File: config.mk
export PLATFORM = sky130hd
export DESIGN_NAME = glyph_ram_loader
export DESIGN_NICKNAME = d
export VERILOG_FILES = /design/src/rtl/glyph_ram_loader.sv
export SDC_FILE = /design/constraint.sdc
export NUM_CORES = 1
export LEC_CHECK = 0
export ABC_AREA = 1
export BUFFER_PORTS_ARGS = -buffer_cell sky130_fd_sc_hd__buf_2
export CORE_MARGIN = 4
export CORE_UTILIZATION = 35
export DETAILED_ROUTE_END_ITERATION = 12
export GPL_TIMING_DRIVEN = 0
export PLACE_DENSITY = 0.57
export SKIP_CTS_REPAIR_TIMING = 1
export SLEW_MARGIN = 20
export SYNTH_ARGS = -nofsm -noshare
export SYNTH_HDL_FRONTEND = slang
export SYNTH_SLANG_ARGS = --single-unit
File: constraint.sdc
create_clock -name pixel_clock -period 3.3 [get_ports pixel_clock]
set_input_delay 0.495 -clock pixel_clock [delete_from_list [all_inputs] [get_ports pixel_clock]]
set_output_delay 0.495 -clock pixel_clock [all_outputs]
set_load 0.05 [all_outputs]
File: src/rtl/glyph_ram_loader.sv
// Glyph RAM writer: buffers host font bytes in a small FIFO, commits each one
// through the shared RAM port during granted slots, reads it back and verifies it.
module glyph_ram_loader #(
  parameter int unsigned ADDR_W      = 12,
  parameter int unsigned DATA_W      = 8,
  parameter int unsigned FIFO_DEPTH  = 4,
  parameter int unsigned BIT_REVERSE = 1
) (
  input  logic              pixel_clock,
  input  logic              reset,
  input  logic              dl_active,
  input  logic              dl_wr,
  input  logic [ADDR_W-1:0] dl_addr,
  input  logic [DATA_W-1:0] dl_data,
  output logic              dl_ready,
  input  logic              slot_ok,
  output logic              ram_we,
  output logic [ADDR_W-1:0] ram_addr,
  output logic [DATA_W-1:0] ram_data,
  input  logic [DATA_W-1:0] ram_q,
  output logic              done,
  output logic              error,
  output logic [ADDR_W:0]   wr_count
);

  localparam int unsigned PTR_W = (FIFO_DEPTH > 1) ? $clog2(FIFO_DEPTH) : 1;
  localparam int unsigned CNT_W = PTR_W + 1;
  localparam int unsigned WC_W  = ADDR_W + 1;

  localparam logic [2:0] S_IDLE  = 3'd0;
  localparam logic [2:0] S_LOAD  = 3'd1;
  localparam logic [2:0] S_WRITE = 3'd2;
  localparam logic [2:0] S_READ  = 3'd3;
  localparam logic [2:0] S_CHECK = 3'd4;
  localparam logic [2:0] S_FIN   = 3'd5;

  // Font files are MSB-left; the shifter consumes LSB first.
  function automatic logic [DATA_W-1:0] xform(input logic [DATA_W-1:0] d);
    logic [DATA_W-1:0] r;
    r = d;
    if (BIT_REVERSE != 0) begin
      for (int i = 0; i < DATA_W; i++) r[i] = d[DATA_W-1-i];
    end
    return r;
  endfunction

  logic [ADDR_W-1:0] fifo_addr [FIFO_DEPTH];
  logic [DATA_W-1:0] fifo_data [FIFO_DEPTH];
  logic [PTR_W-1:0]  wptr, rptr;
  logic [CNT_W-1:0]  count, count_next;

  logic [2:0]        state, state_next;
  logic [ADDR_W-1:0] hold_addr, hold_addr_next;
  logic [DATA_W-1:0] hold_data, hold_data_next;
  logic              error_next;
  logic [WC_W-1:0]   wr_count_next;
  logic              active_q;

  logic full, fire, accept, overflow;
  logic [ADDR_W-1:0] head_addr;
  logic [DATA_W-1:0] head_data;

  assign head_addr = fifo_addr[rptr];
  assign head_data = fifo_data[rptr];
  assign full      = (count == CNT_W'(FIFO_DEPTH));
  assign fire      = !reset && (state == S_LOAD) && (count != '0) && slot_ok;
  assign accept    = (state != S_IDLE) && dl_wr && (!full || fire);
  assign overflow  = (state != S_IDLE) && dl_wr && full && !fire;

  // The shared port is only driven with a write while the slot is granted.
  assign ram_we   = fire;
  assign ram_addr = reset ? '0 : (fire ? head_addr : hold_addr);
  assign ram_data = reset ? '0 : (fire ? head_data : hold_data);

  always_comb begin
    count_next = count;
    if (accept && !fire)      count_next = count + CNT_W'(1);
    else if (fire && !accept) count_next = count - CNT_W'(1);
  end

  always_comb begin
    state_next     = state;
    hold_addr_next = hold_addr;
    hold_data_next = hold_data;
    error_next     = error | overflow;
    wr_count_next  = wr_count;
    case (state)
      S_IDLE: begin
        if (dl_active && !active_q) begin
          error_next    = 1'b0;
          wr_count_next = '0;
          state_next    = S_LOAD;
        end
      end
      S_LOAD: begin
        if (fire) begin
          hold_addr_next = head_addr;
          hold_data_next = head_data;
          state_next     = S_WRITE;
        end else if (!dl_active && (count == '0)) begin
          state_next = S_FIN;
        end
      end
      S_WRITE: if (slot_ok) state_next = S_READ;
      S_READ:  state_next = S_CHECK;
      S_CHECK: begin
        if (ram_q != hold_data)  error_next    = 1'b1;
        else if (wr_count != '1) wr_count_next = wr_count + WC_W'(1);
        state_next = S_LOAD;
      end
      S_FIN:   state_next = S_IDLE;
      default: state_next = S_IDLE;
    endcase
  end

  always_ff @(posedge pixel_clock) begin
    if (reset) begin
      state     <= S_IDLE;
      count     <= '0;
      wptr      <= '0;
      rptr      <= '0;
      hold_addr <= '0;
      hold_data <= '0;
      error     <= 1'b0;
      wr_count  <= '0;
      done      <= 1'b0;
      dl_ready  <= 1'b0;
      active_q  <= 1'b0;
    end else begin
      state     <= state_next;
      count     <= count_next;
      hold_addr <= hold_addr_next;
      hold_data <= hold_data_next;
      error     <= error_next;
      wr_count  <= wr_count_next;
      done      <= (state_next == S_FIN);
      dl_ready  <= (count_next != CNT_W'(FIFO_DEPTH));
      active_q  <= dl_active;
      if (accept) wptr <= wptr + PTR_W'(1);
      if (fire)   rptr <= rptr + PTR_W'(1);
    end
  end

  // FIFO storage needs no reset; the pointers define what is valid.
  always_ff @(posedge pixel_clock) begin
    if (accept) begin
      fifo_addr[wptr] <= dl_addr;
      fifo_data[wptr] <= xform(dl_data);
    end
  end

endmodule

==> results.cfg, run 1 <==
[logic_synthesis]
ys_seq_elements = 129
postSynthCellCount = 592
ys.warnings.count = 0
synth_area_um2 = 5640
synth-edff-count = 80
yosysUniqueCellTypes = 32
async_flop_share_pct = 0
synth_seq_area_share_pct = 60.0
ys.flop_type = edfxtp_1
synth_area_per_cell_um2 = 9.53
syn_nets = 633

[clock_network]
cts.sinks = 129
htree_levels = 4
cts.clk_slew.worst_paths_ps = 60
cts_tree = yes
clock_path_buffers = 2
cts_buffers = 17
clockRootBuffer = clkbuf_16
clock_latency_ps = 420

[route]
drc = 0
dr_wl_met2_um = 7150
vias = 4472
met1_length_um = 6160
routed_wl_um = 14200
top_layer = met4
ant_nets = 0
vias_per_cell = 4.93
wl_met3_um = 732
detail_route.wl_per_cell_um = 15.6
dr.pass1.iters = 5
drt_iter0_drc = 297

[layout]
antennaDiodeCount = 0
layout_common_cells = nand2_1 (114), edfxtp_1 (80), nor2_1 (75)
finalInstanceArea_um2 = 6860
drive_above_1_share_pct = 20.8
layout_commonest_cell = nand2_1
instances_no_fill = 908
nets = 720
area_growth_pct = 21.7
fin_util_pct = 43.4

[worst_setup_path]
r2r_cells = 7
crit_arrival_ps = 2380
r2r-end = fifo_data[0][1]
required_ps = 2800
end_kind = output pin
reg2reg_slack_ps = 800
critPathKind = register to output pin
cp-start-kind = register
endpoint = ram_data[2]
r2r_start = count[0]
cp_max_fo = 10

[global_route]
gr-total-overflow = 0
antenna_found_initial = 0
grt_first_pass_wirelength_um = 23000
grt_usage_pct = 16.4
grt_max_degree = 21
grt_pass1_vias = 4471

[floorplan]
pin_count = 70
rows = 46
fp.dieH_um = 135
fp.coreArea_um2 = 15800
initial_core_util_pct = 35.6
die_w_um = 135
dieArea_um2 = 18200

[sta]
finalCriticalPeriod_ps = 2870
post-route-period-util_pct = 87.1
fin_worst_skew_ps = 11.4
hold_violations = 0
worst_pin_slew_ps = 776
slew_headroom_pct = 48.3
final_max_slew_viol_count = 0
max_freq_mhz = 348
setup_viol = 0
rsz0062_at_grt = no

[pwr]
vdd_drop_max_mv = 0.362
cellLeakagePower_nw = 2.61
pwr_density_cell_nw_per_um2 = 566

[place]
post-place-cells = 876
placement.io_buffers = 68
dp_hpwl_um = 9660
gp_congestion = 0.862
place_area_um2 = 6280

[min_path]
hold_path.class = input pin to register
holdPathStages = 1

[run]
drv_cap = 0

[status]
status = completed
-- logic make-up after synthesis --
logic type	after synthesis	synth area share [%]
adder cells (fa/ha/maj)	8	1.77
flip-flops	129	60.0
AND/OR/NAND/NOR	244	18.2
XOR/XNOR	9	1.40
AO/OA/AOI/OAI	126	13.0
buffers and inverters	76	5.66
-- power breakdown --
group	switching, mW	internal [mW]	leakage (nW)
registers	0.0188	1.76	1.12
clock network	0.746	1.08	0.280
logic	0.200	0.0824	1.21
total	0.964	2.92	2.61
-- Yosys cell counts, drive strengths merged (4+ instances only) --
| master | instances | area (um2) |
|---|---|---|
| a211oi | 7 | 52.6 |
| buf | 9 | 67.6 |
| nand2 | 119 | 464 |
| a21oi | 44 | 258 |
| clkbuf | 18 | 67.6 |
| dfxtp | 49 | 981 |
| o31ai | 6 | 45.0 |
| ha | 8 | 100 |
| edfxtp | 80 | 2400 |
| nand3 | 33 | 170 |
| nand4 | 7 | 43.8 |
| xor2 | 5 | 43.8 |
| inv | 48 | 180 |
| o21ai | 47 | 235 |
| xnor2 | 4 | 35.0 |
| o22ai | 20 | 125 |
| nor2 | 83 | 337 |
-- sequential cells by signal (all words and copies together), names as in the netlist, named ones only --
signal	cells
error	1
dl_ready	1
active_q	1
wr_count	13
wptr	2
hold_data	8
fifo_data	32
count	3
done	1
rptr	2
fifo_addr	48
hold_addr	12
state	3
-- final cells by class --
class	instances	area, um2
plain buffers	27	135
clock buffers	18	439
clock inverters	14	144
fillers	1548	8960
inverters	49	184
multi-input cells	387	1970
flip-flops and latches	129	3380
well taps	216	270
repair buffers	68	340
-- per-stage QoR --
step | hold WS (ps) | TNS [ps] | worst slack [ps] | power (mW)
floorplan | 437 | 0 | 414 | 1.99
global placement | 452 | -9770 | -197 | 2.08
detailed placement | 460 | 0 | 662 | 2.09
CTS | 271 | 0 | 326 | 3.92
global route | 273 | 0 | 230 | 4.04
finish | 288 | 0 | 425 | 3.88
-- layer usage --
| metal | GRT usage [%] | vias to the layer above |
|---|---|---|
| met5 | 0 | - |
| met4 | 5.04 | 0 |
| li1 | - | 2201 |
| met2 | 28.0 | 116 |
| met3 | 4.40 | 14 |
| met1 | 20.4 | 2141 |
-- worst max-delay path, cell delays in order (launching register included) --
cell and delay [ps]:
dfxtp_1 400, clkbuf_1 410, o21ai_0 180, o22ai_1 260, nor2_1 100, a211oi_1 280
buf_2 340
-- how the worst min path moves through the flow --
| stage | startpoint | endpoint | slack [ps] |
|---|---|---|---|
| after global routing | dl_addr[6] | fifo_addr[1][6] | 270 |
| after CTS | dl_addr[11] | fifo_addr[3][11] | 270 |
| after global placement | rptr[1] | rptr[1] | 450 |
| after floorplan | rptr[1] | register | 440 |
| after detailed placement | rptr[1] | rptr[1] | 460 |
| final | dl_addr[10] | fifo_addr[0][10] | 290 |
No activity file was read; power rests on OpenSTA's default activity.
==> run 2, diff against run 1 <==
--- a/config.mk
+++ b/config.mk
@@ -8,10 +8,11 @@
 export ABC_AREA = 1
 export BUFFER_PORTS_ARGS = -buffer_cell sky130_fd_sc_hd__buf_2
 export CORE_MARGIN = 4
-export CORE_UTILIZATION = 35
+export CORE_UTILIZATION = 60
+export CTS_BUF_LIST = sky130_fd_sc_hd__clkbuf_8
 export DETAILED_ROUTE_END_ITERATION = 12
 export GPL_TIMING_DRIVEN = 0
-export PLACE_DENSITY = 0.57
+export PLACE_DENSITY = 0.86
 export SKIP_CTS_REPAIR_TIMING = 1
 export SLEW_MARGIN = 20
 export SYNTH_ARGS = -nofsm -noshare
==> run 2 against run 1 <==
Register-to-register slack about the same. Die area decreased by 40%. Worst hold slack got worse by 24 ps. Global-route usage increased by 9.1 points. Largest cell class unchanged. Largest power group is now registers.
==> results.cfg, run 2 (synthesis gave the netlist of run 1 again) <==
[floorplan]
die_w_um = 105
dieArea_um2 = 11000
rows = 35
pin_count = 70
initial_core_util_pct = 61.3
fp.dieH_um = 105
fp.coreArea_um2 = 9200

[worst_setup_path]
required_ps = 2800
cp-start-kind = register
critPathKind = register to output pin
cp_max_fo = 10
crit_arrival_ps = 2430
end_kind = output pin

[sta]
rsz0062_at_grt = no
final_max_slew_viol_count = 0
post-route-period-util_pct = 88.6
finalCriticalPeriod_ps = 2920
hold_violations = 0
max_freq_mhz = 342
fin_ws_ps = 376
fin_worst_skew_ps = 14.9
slew_headroom_pct = 42.2
setup_viol = 0
worst_pin_slew_ps = 867

[layout]
area_growth_pct = 16.3
layout_common_cells = nand2_1 (114), edfxtp_1 (80), nor2_1 (75)
nets = 720
antennaDiodeCount = 0
layout_commonest_cell = nand2_1
largest_register_ffs = 48
reg_top3 = fifo_addr x48, fifo_data x32, wr_count x13
regMostFlops = fifo_addr
finalInstanceArea_um2 = 6560
drive_above_1_share_pct = 20.4

[pwr]
pwr_density_cell_nw_per_um2 = 527
finalPower_mw = 3.46
p_sw_share_pct = 24.7
p_seq_share_pct = 51.3
p_clk_share_pct = 40.4
p_int_mw = 2.60
pwr-share-comb_pct = 8.2
switching_power_uw = 854
cellLeakagePower_nw = 2.54
vdd_drop_max_mv = 0.356

[route]
dr.pass1.iters = 5
routed_wl_um = 13800
detail_route.wl_per_cell_um = 17.2
drc = 0
drt_iter0_drc = 375
vias_per_cell = 5.82
ant_nets = 0
vias = 4676

[clock_network]
cts_buffers = 17
clock_latency_ps = 440
clock_path_buffers = 2
cts.clk_slew.worst_paths_ps = 80
cts_tree = yes
htree_levels = 4
cts.sinks = 129
clockRootBuffer = clkbuf_8

[place]
gp_congestion = 0.898
pre_cts_ws_ps = 770
placement.io_buffers = 68
place_area_um2 = 6150
dp_hpwl_um = 9050

[status]
status = completed

[min_path]
hold_path.class = input pin to register

[global_route]
grt_max_degree = 21
gr-total-overflow = 0
grt_first_pass_wirelength_um = 22100
antenna_found_initial = 0
grt_pass1_vias = 4683
grt_usage_pct = 25.5

[run]
drv_cap = 0
## run 2: cell types whose count changed in the layout (fill, tap and decap cells not counted), moves of 2 or more
| cell | before | now |
|---|---|---|
| inv_6 | 4 | 2 |
| clkbuf_16 | 17 | 0 |
| bufinv_16 | 1 | 3 |
| clkbuf_8 | 1 | 18 |
| inv_1 | 37 | 39 |
| inv_8 | 3 | 0 |
## run 2: stage by stage
stage,setup TNS (ps),hold WS [ps],utilization (%),std cells
finish,0,263,71.4,803
global route,0,253,71.4,803
CTS,0,261,71.4,803
detailed placement,0,460,66.9,771
global placement,-34.7,450,66.5,771
floorplan,0,437,-,592
## run 2: critical path: stages (launching register included)
cell,delay (ps)
dfxtp_1,360
inv_1,90
ha_1,250
nand2_1,90
nand3_1,100
nor2_1,150
buf_4,220
buf_6,170
nand2_1,80
a21oi_1,180
buf_2,300
## run 2: final cells by class
class / count / area (um2)
multi-input combinational: 387 / 1970
sequential: 129 / 3380
clock inverter: 14 / 165
clock buffer: 18 / 248
fill: 656 / 2630
tap: 111 / 139
timing repair buffer: 68 / 340
buffer: 27 / 135
inverter: 49 / 184
## run 2: routing by layer
metal	global-route usage [%]	vias to the layer above	part of all wire [%]
li1	-	2207	-
met1	30.8	2182	39
met2	42.9	249	50
met3	5.44	38	9.0
met4	13.6	0	2.5
met5	0	-	0
## run 2: final timing paths
check | start | slack (ps) | end | cells after the start
max reg2reg | count[0] | 800 | fifo_data[2][0] | 7
max | count[0] | 380 | ram_data[4] | 10
min reg2reg | wr_count[12] | 470 | wr_count[12] | 2
min | dl_addr[9] | 260 | fifo_addr[2][9] | 1
## run 2: power groups by stage
stage | registers (mW) | logic, mW | clock network, mW
after floorplan | 1.82 | 0.168 | 0
after global placement | 1.81 | 0.258 | 0
after detailed placement | 1.81 | 0.277 | 0
after CTS | 1.77 | 0.281 | 1.39
after global routing | 1.78 | 0.309 | 1.47
final | 1.77 | 0.284 | 1.40
==> run 3, diff against run 2 <==
--- a/config.mk
+++ b/config.mk
@@ -10,6 +10,7 @@
 export CORE_MARGIN = 4
 export CORE_UTILIZATION = 60
 export CTS_BUF_LIST = sky130_fd_sc_hd__clkbuf_8
+export CTS_CLUSTER_SIZE = 14
 export DETAILED_ROUTE_END_ITERATION = 12
 export GPL_TIMING_DRIVEN = 0
 export PLACE_DENSITY = 0.86
==> constraint.sdc (replaced) <==
create_clock -name pixel_clock -period 3.01 [get_ports pixel_clock]
set_input_delay 0.4515 -clock pixel_clock [delete_from_list [all_inputs] [get_ports pixel_clock]]
set_output_delay 0.4515 -clock pixel_clock [all_outputs]
set_load 0.05 [all_outputs]
==> run 3 against run 2 <==
Clock-buffer cell count unchanged. Utilization is 0.20 points higher. Critical path type unchanged. Clock power up 9%. Largest power group unchanged. Non-clock buffer count unchanged. Cell count unchanged. Die area is the same. Register-to-register slack got worse by 290 ps. Combinational power is 10% higher. Largest cell class unchanged. First-iteration DRC count up 7.7%. Wire length barely moved. Global-route usage unchanged.
==> results.cfg, run 3 (synthesis gave the netlist of run 1 again) <==
[worst_setup_path]
cp-start-kind = register
endpoint = ram_data[4]
cp-startpoint = count[0]
required_ps = 2560
r2r-end = fifo_data[2][0]
critical_path_depth = 10
cp.buffers_inverters = 4
crit_arrival_ps = 2360
crit_family = buffers and inverters
r2r_cells = 7
end_kind = output pin
critPathKind = register to output pin
r2r_start = count[0]
critPathMaxStageDelay_ps = 360
cp_max_fo = 10
critical_path.slowest_cell = dfxtp_1
worstPathCellList = inv_1 -> ha_1 -> nand2_1 -> nand3_1 -> nor2_2 -> buf_6 -> buf_6 -> nand2_1 -> a21oi_1 -> buf_2
reg2reg_slack_ps = 510

[pwr]
p_seq_share_pct = 51.4
cellLeakagePower_nw = 2.54
p_clk_share_pct = 40.4
p_sw_share_pct = 24.7
vdd_drop_max_mv = 0.391
p_int_mw = 2.85
pwr_density_cell_nw_per_um2 = 576
switching_power_uw = 934
pwr-share-comb_pct = 8.3

[clock_network]
cts_buffers = 17
cts.clk_slew.worst_paths_ps = 80
clockRootBuffer = clkbuf_8
cts.sinks = 129
cts_tree = yes
htree_levels = 4
clock_latency_ps = 440
clock_path_buffers = 2

[sta]
slew_headroom_pct = 41.7
setup_viol = 0
max_freq_mhz = 356
fin_worst_skew_ps = 15.6
final_max_slew_viol_count = 0
worst_pin_slew_ps = 875
rsz0062_at_grt = no
hold_violations = 0
post-route-period-util_pct = 93.4
finalCriticalPeriod_ps = 2810

[global_route]
grt_usage_pct = 25.5
grt_max_degree = 21
grt_first_pass_wirelength_um = 22100
antenna_found_initial = 0
grt_pass1_vias = 4683
gr-total-overflow = 0

[layout]
layout_common_cells = nand2_1 (114), edfxtp_1 (80), nor2_1 (74)
nets = 720
finalInstanceArea_um2 = 6580
fin_util_pct = 71.6
layout_commonest_cell = nand2_1
multi_input_area_um2 = 1970
reg_top3 = fifo_addr x48, fifo_data x32, wr_count x13
drive_above_1_share_pct = 20.5
largest_register_ffs = 48
regMostFlops = fifo_addr
ff_latch_area_um2 = 3380
instances_no_fill = 803
fillCellCount = 651
antennaDiodeCount = 0
area_growth_pct = 16.7

[place]
dp_hpwl_um = 9050
placement.io_buffers = 68
post-place-cells = 771
place_area_um2 = 6150
gp_congestion = 0.898

[route]
routed_wl_um = 13800
detail_route.wl_per_cell_um = 17.1
vias_per_cell = 5.83
drt_iter0_drc = 404
dr.pass1.iters = 7
vias = 4678
ant_nets = 0
drc = 0

[floorplan]
pin_count = 70
initial_core_util_pct = 61.3
fp.dieH_um = 105
dieArea_um2 = 11000
rows = 35
die_w_um = 105
fp.coreArea_um2 = 9200

[min_path]
hold_path.class = input pin to register
holdPathStages = 1

[status]
status = completed

[run]
drv_cap = 0
run 3: changes by cell type in the layout (fill, tap and decap cells not counted):
cell / previous run / this run
buf_2: 71 / 66
clkbuf_4: 0 / 3
buf_4: 4 / 5
buf_6: 2 / 3
nor2_1: 75 / 74
nor2_2: 1 / 2
run 3: worst min-delay path by stage:
stage | start | to | slack, ps
finish | dl_addr[2] | fifo_addr[2][2] | 220
global route | dl_addr[2] | fifo_addr[3][2] | 210
CTS | dl_addr[2] | fifo_addr[3][2] | 220
detailed placement | wr_count[12] | wr_count[12] | 460
global placement | rptr[1] | rptr[1] | 450
floorplan | rptr[1] | register | 440
run 3: area by class of cell:
class,count,share of cell area [%]
Clock inverter,14,2.51
Timing Repair Buffer,68,5.36
Sequential cell,129,51.4
Clock buffer,18,3.76
Buffer,27,2.11
Multi-Input combinational cell,387,29.9
Inverter,49,2.79
Tap cell,111,2.11
run 3: metrics by stage:
step                      setup TNS (ps)  worst slack, ps  hold slack (ps)  total power [mW]
after floorplan                        0              211              437              2.18
after global placement            -18910             -249              450              2.27
after detailed placement               0              524              460              2.29
after CTS                              0              146              217              3.78
after global routing                   0             16.6              210              3.91
final                                  0              198              224              3.79
run 3: power groups by stage:
stage	combinational (mW)	clock [mW]	sequential, mW
finish	0.313	1.53	1.95
detailed placement	0.304	0	1.98
global placement	0.283	0	1.98
global route	0.341	1.62	1.95
floorplan	0.184	0	2.00
CTS	0.308	1.53	1.95
run 3: routing by layer:
metal  vias up  routed length, um  track usage, %
met2       269               6920            42.9
met4         0                316            13.6
met3        37               1320            5.44
li1       2204                  -               -
met1      2168               5210            30.8
met5         -                  0               0
